==> config.mk <==
export PLATFORM = sky130hd
export DESIGN_NAME = fetch_queue
export DESIGN_NICKNAME = d
export VERILOG_FILES = /design/src/rtl/fetch_pkg.sv /design/src/rtl/fetch_fifo.sv /design/src/rtl/fetch_queue.sv
export SDC_FILE = /design/constraint.sdc
export NUM_CORES = 1
export LEC_CHECK = 0
export ABC_CLOCK_PERIOD_IN_PS = 3100
export CAP_MARGIN = 10
export CELL_PAD_IN_SITES_DETAIL_PLACEMENT = 1
export CELL_PAD_IN_SITES_GLOBAL_PLACEMENT = 1
export CORE_ASPECT_RATIO = 0.9
export CORE_MARGIN = 4
export CORE_UTILIZATION = 35
export DETAILED_ROUTE_END_ITERATION = 6
export HOLD_SLACK_MARGIN = 0.12
export PLACE_DENSITY = 0.74
export SLEW_MARGIN = 0
export SYNTH_ARGS = -nofsm -noshare
export SYNTH_HDL_FRONTEND = slang
export SYNTH_HIERARCHICAL = 1
export SYNTH_SLANG_ARGS = --single-unit
==> constraint.sdc <==
create_clock -name clk -period 3.1 [get_ports clk]
set_clock_uncertainty 0.15 [all_clocks]
set_input_delay 0.465 -clock clk [delete_from_list [all_inputs] [get_ports clk]]
set_output_delay 0.465 -clock clk [all_outputs]
set_load 0.05 [all_outputs]
==> src/rtl/fetch_pkg.sv <==
// fetch_pkg: shared widths, default depth and the {pc, instr} FIFO entry type
package fetch_pkg;
  localparam int FETCH_PC_W    = 8;
  localparam int FETCH_INSTR_W = 8;
  localparam int FETCH_DEPTH   = 4;
  typedef struct packed {
    logic [FETCH_PC_W-1:0]    pc;
    logic [FETCH_INSTR_W-1:0] instr;
  } fetch_entry_t;
endpackage

==> src/rtl/fetch_fifo.sv <==
// fetch_fifo: synchronous FIFO of fetch entries with flush
// Ports: clk, rst_n (sync active-low), push/din, pop, flush (empties the FIFO,
// overrides push/pop), head (entry at read pointer), count (occupancy 0..DEPTH).
module fetch_fifo import fetch_pkg::*; #(
  parameter int  DEPTH = FETCH_DEPTH,
  parameter type T     = fetch_entry_t
)(
  input  logic                     clk,
  input  logic                     rst_n,
  input  logic                     push,
  input  T                         din,
  input  logic                     pop,
  input  logic                     flush,
  output T                         head,
  output logic [$clog2(DEPTH):0]   count
);
  localparam int AW = $clog2(DEPTH);
  localparam int CW = AW + 1;
  T                mem_q [DEPTH];
  logic [AW-1:0]   wr_ptr_q, wr_ptr_d, rd_ptr_q, rd_ptr_d;
  logic [CW-1:0]   count_q, count_d;
  always_comb begin
    wr_ptr_d = flush ? '0 : push ? wr_ptr_q + AW'(1) : wr_ptr_q;
    rd_ptr_d = flush ? '0 : pop ? rd_ptr_q + AW'(1) : rd_ptr_q;
    count_d  = flush ? '0 : count_q + CW'(push) - CW'(pop);
  end
  // Storage is cleared on reset so the head reads as zero out of reset.
  always_ff @(posedge clk) begin
    if (!rst_n) begin
      wr_ptr_q <= '0;
      rd_ptr_q <= '0;
      count_q  <= '0;
      for (int i = 0; i < DEPTH; i++) mem_q[i] <= '0;
    end else begin
      wr_ptr_q <= wr_ptr_d;
      rd_ptr_q <= rd_ptr_d;
      count_q  <= count_d;
      if (push && !flush) mem_q[wr_ptr_q] <= din;
    end
  end
  assign head  = mem_q[rd_ptr_q];
  assign count = count_q;
endmodule

==> src/rtl/fetch_queue.sv <==
// fetch_queue: instruction fetch stage with PC, credit-limited issue, response FIFO and redirect
// Ports: clk, rst_n (sync active-low); imem_addr/imem_en/imem_rdata (1-cycle-latency
// instruction memory); redirect_valid/redirect_pc (flush and restart); out_valid/out_ready/
// out_pc/out_instr (decode handshake). Optional FETCH_PERF_CNT_EN adds perf_stall_cnt,
// a saturating count of cycles with out_valid && !out_ready.
module fetch_queue import fetch_pkg::*; #(
  parameter int              PC_W     = FETCH_PC_W,
  parameter int              INSTR_W  = FETCH_INSTR_W,
  parameter int              DEPTH    = FETCH_DEPTH,
  parameter logic [PC_W-1:0] RESET_PC = '0
)(
  input  logic               clk,
  input  logic               rst_n,
  output logic [PC_W-1:0]    imem_addr,
  output logic               imem_en,
  input  logic [INSTR_W-1:0] imem_rdata,
  input  logic               redirect_valid,
  input  logic [PC_W-1:0]    redirect_pc,
  output logic               out_valid,
  input  logic               out_ready,
  output logic [PC_W-1:0]    out_pc,
  output logic [INSTR_W-1:0] out_instr
`ifdef FETCH_PERF_CNT_EN
  ,output logic [31:0]       perf_stall_cnt
`endif
);
  typedef struct packed {
    logic [PC_W-1:0]    pc;
    logic [INSTR_W-1:0] instr;
  } entry_t;
  logic [PC_W-1:0]        pc_q, pc_d, rsp_pc_q, rsp_pc_d;
  logic                   rsp_valid_q, rsp_valid_d;
  logic                   push, pop;
  logic [$clog2(DEPTH):0] count;
  entry_t                 push_data, head;
  // Credit counts the in-flight read so a push can never hit a full FIFO.
  assign imem_en   = rst_n && !redirect_valid && (int'(count) + int'(rsp_valid_q) < DEPTH);
  assign imem_addr = pc_q;
  assign push      = rsp_valid_q && !redirect_valid;
  assign out_valid = (count != '0) && !redirect_valid;
  assign pop       = out_valid && out_ready;
  assign push_data = '{pc: rsp_pc_q, instr: imem_rdata};
  assign out_pc    = head.pc;
  assign out_instr = head.instr;
  always_comb begin
    pc_d        = redirect_valid ? redirect_pc : imem_en ? pc_q + PC_W'(1) : pc_q;
    rsp_valid_d = imem_en;
    rsp_pc_d    = imem_en ? pc_q : rsp_pc_q;
  end
  always_ff @(posedge clk) begin
    if (!rst_n) begin
      pc_q        <= RESET_PC;
      rsp_valid_q <= 1'b0;
      rsp_pc_q    <= '0;
    end else begin
      pc_q        <= pc_d;
      rsp_valid_q <= rsp_valid_d;
      rsp_pc_q    <= rsp_pc_d;
    end
  end
  fetch_fifo #(.DEPTH(DEPTH), .T(entry_t)) u_fifo (
    .clk   (clk),
    .rst_n (rst_n),
    .push  (push),
    .din   (push_data),
    .pop   (pop),
    .flush (redirect_valid),
    .head  (head),
    .count (count)
  );
`ifdef FETCH_PERF_CNT_EN
  logic [31:0] perf_stall_cnt_q, perf_stall_cnt_d;
  always_comb perf_stall_cnt_d = (out_valid && !out_ready && perf_stall_cnt_q != '1) ? perf_stall_cnt_q + 32'd1 : perf_stall_cnt_q;
  always_ff @(posedge clk) begin
    if (!rst_n) perf_stall_cnt_q <= '0;
    else        perf_stall_cnt_q <= perf_stall_cnt_d;
  end
  assign perf_stall_cnt = perf_stall_cnt_q;
`endif
endmodule
After elaboration in Yosys (flattened, before gate mapping)
Memory sizes are Yosys's and may differ from the RTL's. A register that Yosys moved wholly into a read port is not among the register bits.
Cells that the tools add are included.
{ "classes": {"add_sub_neg": 6, "magnitude_cmp": 1, "reduce_logical": 11, "n_bitwise": 1, "mux": 11} }
{ "ops": {"columns": ["cell", "count"], "rows": [
  ["$mux W16", 1],
  ["$mux W8", 2],
  ["$reduce_or A16 Y1", 1],
  ["$add A8 B1 Y8 const B", 1],
  ["$logic_and A1 B1 Y1", 6],
  ["$mux W2", 3],
  ["$mux W1", 5],
  ["$add A2 B1 Y2 const B", 2],
  ["$add A3 B1 Y4", 1],
  ["$lt A4 B3 Y1 const B", 1],
  ["$add A3 B1 Y3", 1],
  ["$reduce_bool A3 Y1", 1],
  ["$sub A3 B1 Y3", 1],
  ["$reduce_bool A2 Y1", 1],
  ["$reduce_or A2 Y1", 1],
  ["$logic_not A1 Y1", 1],
  ["$not A1 Y1", 1]
]} }
{ "totals": {"mem_bits_rw": 64, "input_bits": 20, "regBits": 24, "out_inout_bits": 26, "wordCells": 37, "memories": 1} }
{ "mem_list": {"columns": ["memory", "words", "word_bits", "read_ports", "rd_clocked_by_memory_dff", "wr", "line_no", "rtl"], "rows": [
  ["u_fifo.mem_q", 4, 16, 1, 1, 4, "fetch_fifo.sv:19", "T mem_q [DEPTH];"]
]} }

Longest topological paths before layout
Gate-level depths: netlist of run 1.
{ "depth": {"word_depth": 8, "mapped_depth": 10, "depth_no_buf": 10} }

Hierarchy
Netlist of run 1, hierarchy kept.
{ "modules_own_cells": {"columns": ["module", "cells_each", "seq_area_each_um2", "area_each_um2", "n_inst"], "rows": [
  ["fetch_fifo", 216, 2102.0, 3155.5, 1],
  ["fetch_queue", 99, 340.3, 804.5, 1]
]} }

Worst setup path before layout of run 1
No wires, ideal clock.
{ "synth_path": {"path_kind": "input -> register", "start": "input redirect_valid", "end": "register u_fifo.count_q[2], in the netlist u_fifo/count[2]", "arrival_ns": 2.683, "slack_ns": 0.143, "cell_stages": 10, "path_buffers": 1, "required_time_ns": 2.826, "setup_time_ns": 0.124, "path_cell_list": "clkbuf_1 nor2_1 and2_1 ha_1 inv_1 ha_1 inv_1 fa_1 xnor3_1 nor2_1"} }
{ "synth_between": {"elab_chain_len": 4, "word_cells_on_any_way": 7, "cone_classes": "add/sub (2); reduce/logical (5)"} }
{ "synth_lines": {"columns": ["element", "line_no", "rtl"], "rows": [
  ["from (decl)", "fetch_queue.sv:17", "input logic redirect_valid,"],
  ["$logic_not A1 Y1", "fetch_queue.sv:40", "assign out_valid = (count != '0) && !redirect_valid;"],
  ["$logic_and A1 B1 Y1", "fetch_queue.sv:40", null],
  ["via out_valid", "fetch_queue.sv:19", "output logic out_valid,"],
  ["$logic_and A1 B1 Y1", "fetch_queue.sv:41", "assign pop = out_valid && out_ready;"],
  ["via pop", "fetch_queue.sv:33", "logic push, pop;"],
  ["$sub A3 B1 Y3", "fetch_fifo.sv:25", "count_d = flush ? '0 : count_q + CW'(push) - CW'(pop);"],
  ["to (signal assigned)", "fetch_fifo.sv:37", "count_q <= count_d;"],
  ["to (decl)", "fetch_fifo.sv:21", "logic [CW-1:0] count_q, count_d;"]
]} }
The timed path passes the listed nets, and every way through them passes these cells.
A chain may end at the register's enable or synchronous reset.

==> results.sh, run 1 <==
export IMPL_cts_resized=0
export IMPL_path_delay_family="multiplexers"
export IMPL_dr_pass1_iters=4
export IMPL_cts_buffers=9
export IMPL_route_detailed_drc=0
export IMPL_wl_per_cell_um=17.0
export IMPL_ys_flop_type="edfxtp_1"
export IMPL_drive_gt1_share_pct=20.1
export IMPL_hold_end="rsp_pc_q[3]"
export IMPL_hold_viol=0
export IMPL_cp_num_buf_inv=2
export IMPL_die_y_um=109
export IMPL_hold_slack_ns=0.317
export IMPL_clock_path_buffers=2
export IMPL_initial_core_util_pct=36.2
export IMPL_syn_instance_count=315
export IMPL_fill_cells=1182
export IMPL_drv_cap=0
export IMPL_setup_viol_count_final=0
export IMPL_viasPerCell=4.93
export IMPL_hold_path_class="reg2reg"
export IMPL_first_global_vias=2775
export IMPL_hp_start="rsp_pc_q[3]"
export IMPL_rsz0062_at_grt="no"
export IMPL_drt_iter0_drc=108
export IMPL_final_nets=388
export IMPL_required_ns=2.48
export IMPL_max_vdd_ir_drop_mv=0.271
export IMPL_dp_cells=505
export IMPL_rows=36
export IMPL_dieArea_um2=13100
export IMPL_tns_ns=0
export IMPL_netlist_area_um2=3960
export IMPL_core_um2=10900
export IMPL_ant_nets=0
export IMPL_grt_max_degree=39
export IMPL_root_buffer="clkbuf_16"
export IMPL_cts_clk_slew_worst_paths_ns=0.06
export IMPL_dpl_instance_area_um2=4550
export IMPL_wirelength_um=8840
export IMPL_cpMaxStageDelayCell="mux4_2"
export IMPL_worst_pin_slew_ns=0.509
export IMPL_io_pins=46
export IMPL_area_delta_synth_final_pct=21.8
export IMPL_syn_avg_cell_area_um2=12.6
export IMPL_maxSlewViolCount=0
export IMPL_r2r_end="u_fifo/count[2]"
export IMPL_antenna_found_initial=0
export IMPL_grt_first_pass_wirelength_um=14400
export IMPL_period_needed_ns=2.39
export IMPL_cp_arrival_ns=1.78
export IMPL_p_per_area_nw_per_um2=540
export IMPL_finalInstanceArea_um2=4820
export IMPL_place_congestion=0.761
export IMPL_postCtsSetupRepairBufs=0
export IMPL_yosysWarnings=6
export IMPL_io_buffer_count=45
export IMPL_timing_critical_path_mode_cell="buf_4"
export IMPL_antenna_diode_count=0
export IMPL_netlist_top_cells_area="edfxtp_1 (49%), dfxtp_1 (13%), mux4_2 (9.1%)"
export IMPL_clock_sinks=90
export IMPL_hold_depth=2
export IMPL_cp_start_kind="flop"
export IMPL_outcome="completed"
export IMPL_synth_edff_count=64
export IMPL_path_class="reg2out"
export IMPL_synthesis_nets=339
export IMPL_synth_seq_cells=90
export IMPL_slew_headroom_pct=66.0
export IMPL_fmax_ghz=0.418
export IMPL_slowest_delay_ns=0.58
export IMPL_synth_async_reset_ratio_pct=0
export IMPL_htreeDepth=3
export IMPL_grt_use_total_pct=14.6
export IMPL_hpwl_um=5590
export IMPL_cp_max_fo=16
export IMPL_synth_seq_area_share_pct=61.7
export IMPL_p_leak_nw=1.70
export IMPL_reg2reg_setup_slack_ns=0.81
export IMPL_final_cell_count_no_fill=521
export IMPL_synth_cell_types=47
export IMPL_end_kind="output pin"
export IMPL_r2r_cells=10
export IMPL_routed_via_count=2569
export IMPL_yosys_area_top_type_share_pct=48.5
export IMPL_dieWidth_um=120
export IMPL_fin_crit_sh_pct=77.2
export IMPL_cts_tree="yes"
export IMPL_yosys_area_top_type="edfxtp_1"
export IMPL_final_cell_mix="nor2_1 (64), edfxtp_1 (64), nand2_1 (37), buf_4 (31), clkdlybuf4s50_1 (27)"
export IMPL_clk_latency_ns=0.34
export IMPL_grt_overflow=0
export IMPL_holdBufCountCts=0
export IMPL_worstPathCellList="buf_4 -> mux4_2 -> buf_4"
export IMPL_r2r_start="u_fifo/count[1]"
worst max-delay path by stage:
stage,slack [ns],endpoint,cells after the start,from
2_1_floorplan,0.14,u_fifo/count[2],10,redirect_valid
3_3_place_gp,0.50,u_fifo/count[2],10,redirect_valid
3_5_place_dp,0.43,u_fifo/count[2],10,redirect_valid
4_1_cts,0.65,out_pc[2],3,flop
5_1_grt,0.59,u_fifo/count[2],10,u_fifo/count[1]
6_report,0.71,out_pc[2],3,flop
metrics by stage:
step	setup slack (ns)	power, mW	util [%]
detailed placement	0.426	1.63	41.6
global placement	0.500	1.62	41.6
finish	0.706	2.61	44.1
global route	0.593	2.71	44.1
CTS	0.652	2.64	44.1
floorplan	0.143	1.53	-
cell usage after synthesis (all sizes together), types with 3 or more instances:
cell type	n
xnor2	3
inv	9
nand3	14
dfxtp	26
nand2	38
nor2	73
a21oi	4
a21boi	4
edfxtp	64
ha	3
clkbuf	10
o21ai	5
buf	11
mux4	16
o21a	3
layout make-up:
type / instances / area, µm² / area share (%)
multi-input combinational: 195 / 1360 / 28.3
inverter: 9 / 33.8 / 0.700
tap: 152 / 190 / 3.94
clock inverter: 7 / 45.0 / 0.934
clock buffer: 9 / 225 / 4.67
timing repair buffer: 59 / 523 / 10.8
sequential: 90 / 2440 / 50.6
logic make-up (layout without fill, tap and decap cells):
group | count (synthesis) | after routing | synth area share, %
AND/OR/NAND/NOR | 142 | 142 | 17.3
flip-flops | 90 | 90 | 61.7
buffers and inverters | 30 | 84 | 3.89
AO/OA/AOI/OAI | 29 | 29 | 5.40
multiplexers | 16 | 16 | 9.10
adder cells (fa/ha/maj) | 4 | 4 | 1.45
XOR/XNOR | 4 | 4 | 1.23
flip-flops by register name, summed over array words and instances (netlist names), named ones only:
signal and count:
imem_addr 8, u_fifo/wr_ptr_q 2, u_fifo/count 3, rsp_pc_q 8, rsp_valid_q 1, u_fifo/mem_q 64
u_fifo/rd_ptr_q 2
layer usage:
metal,GRT usage [%],share of wire [%]
met1,17.7,44
met2,24.7,49
met3,4.10,4.9
met4,5.64,1.7
met5,0,0
power by group:
group | leakage [nW] | switching (mW) | total, mW | internal [mW]
Clock | 0.134 | 0.461 | 1.00 | 0.542
Sequential | 0.874 | 0.0247 | 1.35 | 1.33
Combinational | 0.687 | 0.158 | 0.249 | 0.0909
worst register-to-register path, stage by stage (launching register included):
cell and delay (ns):
dfxtp_1 0.36, nor3_1 0.22, nor2_1 0.08, and2_1 0.21
ha_1 0.31, inv_1 0.06, ha_1 0.13, inv_1 0.05
fa_1 0.36, xnor3_1 0.21, nor2_1 0.04
No activity file was read; power rests on OpenSTA's default activity.
==> run 2, diff against run 1 <==
--- a/config.mk
+++ b/config.mk
@@ -5,7 +5,7 @@
 export SDC_FILE = /design/constraint.sdc
 export NUM_CORES = 1
 export LEC_CHECK = 0
-export ABC_CLOCK_PERIOD_IN_PS = 3100
+export ABC_CLOCK_PERIOD_IN_PS = 2050
 export CAP_MARGIN = 10
 export CELL_PAD_IN_SITES_DETAIL_PLACEMENT = 1
 export CELL_PAD_IN_SITES_GLOBAL_PLACEMENT = 1
@@ -14,7 +14,7 @@
 export CORE_UTILIZATION = 35
 export DETAILED_ROUTE_END_ITERATION = 6
 export HOLD_SLACK_MARGIN = 0.12
-export PLACE_DENSITY = 0.74
+export PLACE_DENSITY = 0.76
 export SLEW_MARGIN = 0
 export SYNTH_ARGS = -nofsm -noshare
 export SYNTH_HDL_FRONTEND = slang
==> constraint.sdc (replaced) <==
create_clock -name clk -period 2.05 [get_ports clk]
set_clock_uncertainty 0.15 [all_clocks]
set_input_delay 0.3075 -clock clk [delete_from_list [all_inputs] [get_ports clk]]
set_output_delay 0.3075 -clock clk [all_outputs]
set_load 0.05 [all_outputs]
==> run 2 against run 1 <==
  * Global-route usage rose by 1.3 points
  * Cell count is 2.5% higher
  * Total power increased by 54%
  * Clock power rose by 54%
  * Register-to-register slack got worse by 0.77 ns
  * First-iteration DRC count up 40%
  * Count of clock-buffer cells in the layout unchanged
  * Combinational power grew 73%
  * Flip-flop and latch count is the same
  * Final area increased by 7.3%
  * Critical path depth stayed put
  * The run now ends with negative setup slack left
==> results.sh, run 2 (synthesis gave the netlist of run 1 again) <==
export IMPL_hpwl_um=6210
export IMPL_viasPerCell=4.92
export IMPL_p_per_area_nw_per_um2=776
export IMPL_period_needed_ns=2.09
export IMPL_io_buffer_count=45
export IMPL_met2_usage_pct=28.1
export IMPL_fin_crit_sh_pct=102
export IMPL_cp_max_fo=8
export IMPL_largest_reg_flops=64
export IMPL_worst_pin_slew_ns=0.505
export IMPL_top_usage_layer="met2"
export IMPL_end_kind="output pin"
export IMPL_final_nets=401
export IMPL_htreeDepth=3
export IMPL_ant_nets=0
export IMPL_use_met3_pct=4.88
export IMPL_reg2reg_setup_slack_ns=0.04
export IMPL_finalInstanceArea_um2=5170
export IMPL_path_class="reg2out"
export IMPL_setup_viol_count_final=8
export IMPL_final_common_cell="edfxtp_1"
export IMPL_violations="negative setup slack"
export IMPL_required_ns=1.59
export IMPL_grt_util_met1_pct=18.5
export IMPL_slowest_delay_ns=0.55
export IMPL_io_pins=46
export IMPL_cts_tree="yes"
export IMPL_fin_ws_ns=-0.0412
export IMPL_dieWidth_um=120
export IMPL_final_cell_mix="edfxtp_1 (64), nor2_1 (62), nand2_1 (35), buf_4 (24), dfxtp_1 (23)"
export IMPL_cp_endpoint="out_pc[2]"
export IMPL_max_vdd_ir_drop_mv=0.416
export IMPL_area_delta_synth_final_pct=30.6
export IMPL_rsz0062_at_grt="yes"
export IMPL_clk_latency_ns=0.34
export IMPL_wl_per_cell_um=17.9
export IMPL_cts_buffers=9
export IMPL_largest_register="u_fifo/mem_q"
export IMPL_dp_slack_ns=-0.276
export IMPL_fmax_ghz=0.478
export IMPL_core_um2=10900
export IMPL_maxSlewViolCount=0
export IMPL_tns_ns=-0.143
export IMPL_drive_gt1_share_pct=28.8
export IMPL_dr_pass1_iters=4
export IMPL_route_detailed_drc=0
export IMPL_multiInputGateArea_um2=1440
export IMPL_r2r_start="u_fifo/count[2]"
export IMPL_clock_sinks=90
export IMPL_outcome="finished, violations left"
export IMPL_hold_viol=0
export IMPL_root_buffer="clkbuf_16"
export IMPL_first_global_vias=2930
export IMPL_antenna_found_initial=0
export IMPL_clock_path_buffers=2
export IMPL_regArea_um2=2450
export IMPL_slew_headroom_pct=66.3
export IMPL_cp_start_kind="flop"
export IMPL_die_y_um=109
export IMPL_cts_clk_slew_worst_paths_ns=0.06
export IMPL_cp_arrival_ns=1.63
export IMPL_dieArea_um2=13100
export IMPL_fill_cells=1145
export IMPL_r2r_cells=10
export IMPL_dpl_instance_area_um2=4760
export IMPL_cpMaxStageDelayCell="mux4_2"
export IMPL_rows=36
export IMPL_initial_core_util_pct=36.2
export IMPL_drv_cap=0
export IMPL_antenna_diode_count=0
export IMPL_hold_path_class="reg2reg"
export IMPL_routed_via_count=2627
export IMPL_grt_overflow=0
export IMPL_place_congestion=0.831
export IMPL_power_mw=4.02
export IMPL_p_leak_nw=1.85
export IMPL_wirelength_um=9540
export IMPL_worstPathCellList="buf_12 -> mux4_2 -> buf_6"
export IMPL_grt_max_degree=30
export IMPL_fin_util_pct=47.3
export IMPL_drt_iter0_drc=151
export IMPL_r2r_end="u_fifo/count[2]"
export IMPL_grt_use_total_pct=15.9
export IMPL_grt_first_pass_wirelength_um=15600
run 2: cell count changes in the layout (fill, tap and decap cells not counted), sizes merged:
| cell | before | now |
|---|---|---|
| dlygate4sd2 | 0 | 2 |
| buf | 32 | 50 |
| dlymetal6s2s | 0 | 1 |
| clkinvlp | 0 | 2 |
| clkinv | 6 | 3 |
| clkdlybuf4s50 | 27 | 19 |
| inv | 10 | 11 |
run 2: cell type report:
cell class | instances | share of cell area [%]
Multi-Input combinational cell | 195 | 27.8
Clock inverter | 7 | 1.02
Clock buffer | 9 | 4.35
Sequential cell | 90 | 47.3
Tap cell | 152 | 3.68
Timing Repair Buffer | 72 | 15.1
Inverter | 9 | 0.701
run 2: how the worst min path moves through the flow:
stage,start,to,slack [ns],depth (start not counted)
after floorplan,rsp_pc_q[1],rsp_pc_q[1],0.28,2
after global placement,rsp_pc_q[3],rsp_pc_q[3],0.30,2
after detailed placement,rsp_pc_q[4],rsp_pc_q[4],0.30,2
after CTS,rsp_pc_q[4],rsp_pc_q[4],0.31,2
after global routing,rsp_pc_q[4],rsp_pc_q[4],0.32,2
final,rsp_pc_q[4],rsp_pc_q[4],0.31,2
run 2: per-stage QoR:
| step | instances | hold slack (ns) |
|---|---|---|
| after floorplan | 315 | 0.284 |
| after global placement | 514 | 0.295 |
| after detailed placement | 514 | 0.299 |
| after CTS | 533 | 0.309 |
| after global routing | 534 | 0.322 |
| final | 534 | 0.306 |
run 2: where the power goes:
part	switching [mW]	internal [mW]	total [mW]
clock network	0.708	0.829	1.54
logic	0.257	0.175	0.432
registers	0.0395	2.01	2.05
run 2: worst max-delay path: cells and delay by family, from the launching register on:
| family | cells | cell delay (ns) |
|---|---|---|
| mux | 1 | 0.55 |
| flops | 1 | 0.40 |
| buf+inv | 2 | 0.33 |
run 2: metal layers:
layer  wire length [µm]  share of wire, %
met2               4810                50
met3                488               5.1
met4                123               1.3
met5                  0                 0
met1               4110                43
run 2: what timing repair did:
action / in CTS / in global routing
buffers inserted: 2 / 1
setup endpoints to repair: 20 / 19
resized for setup: 27 / 1
hold buffers: 0 / 0
pin swaps: 2 / 3
gates cloned: 1 / 0
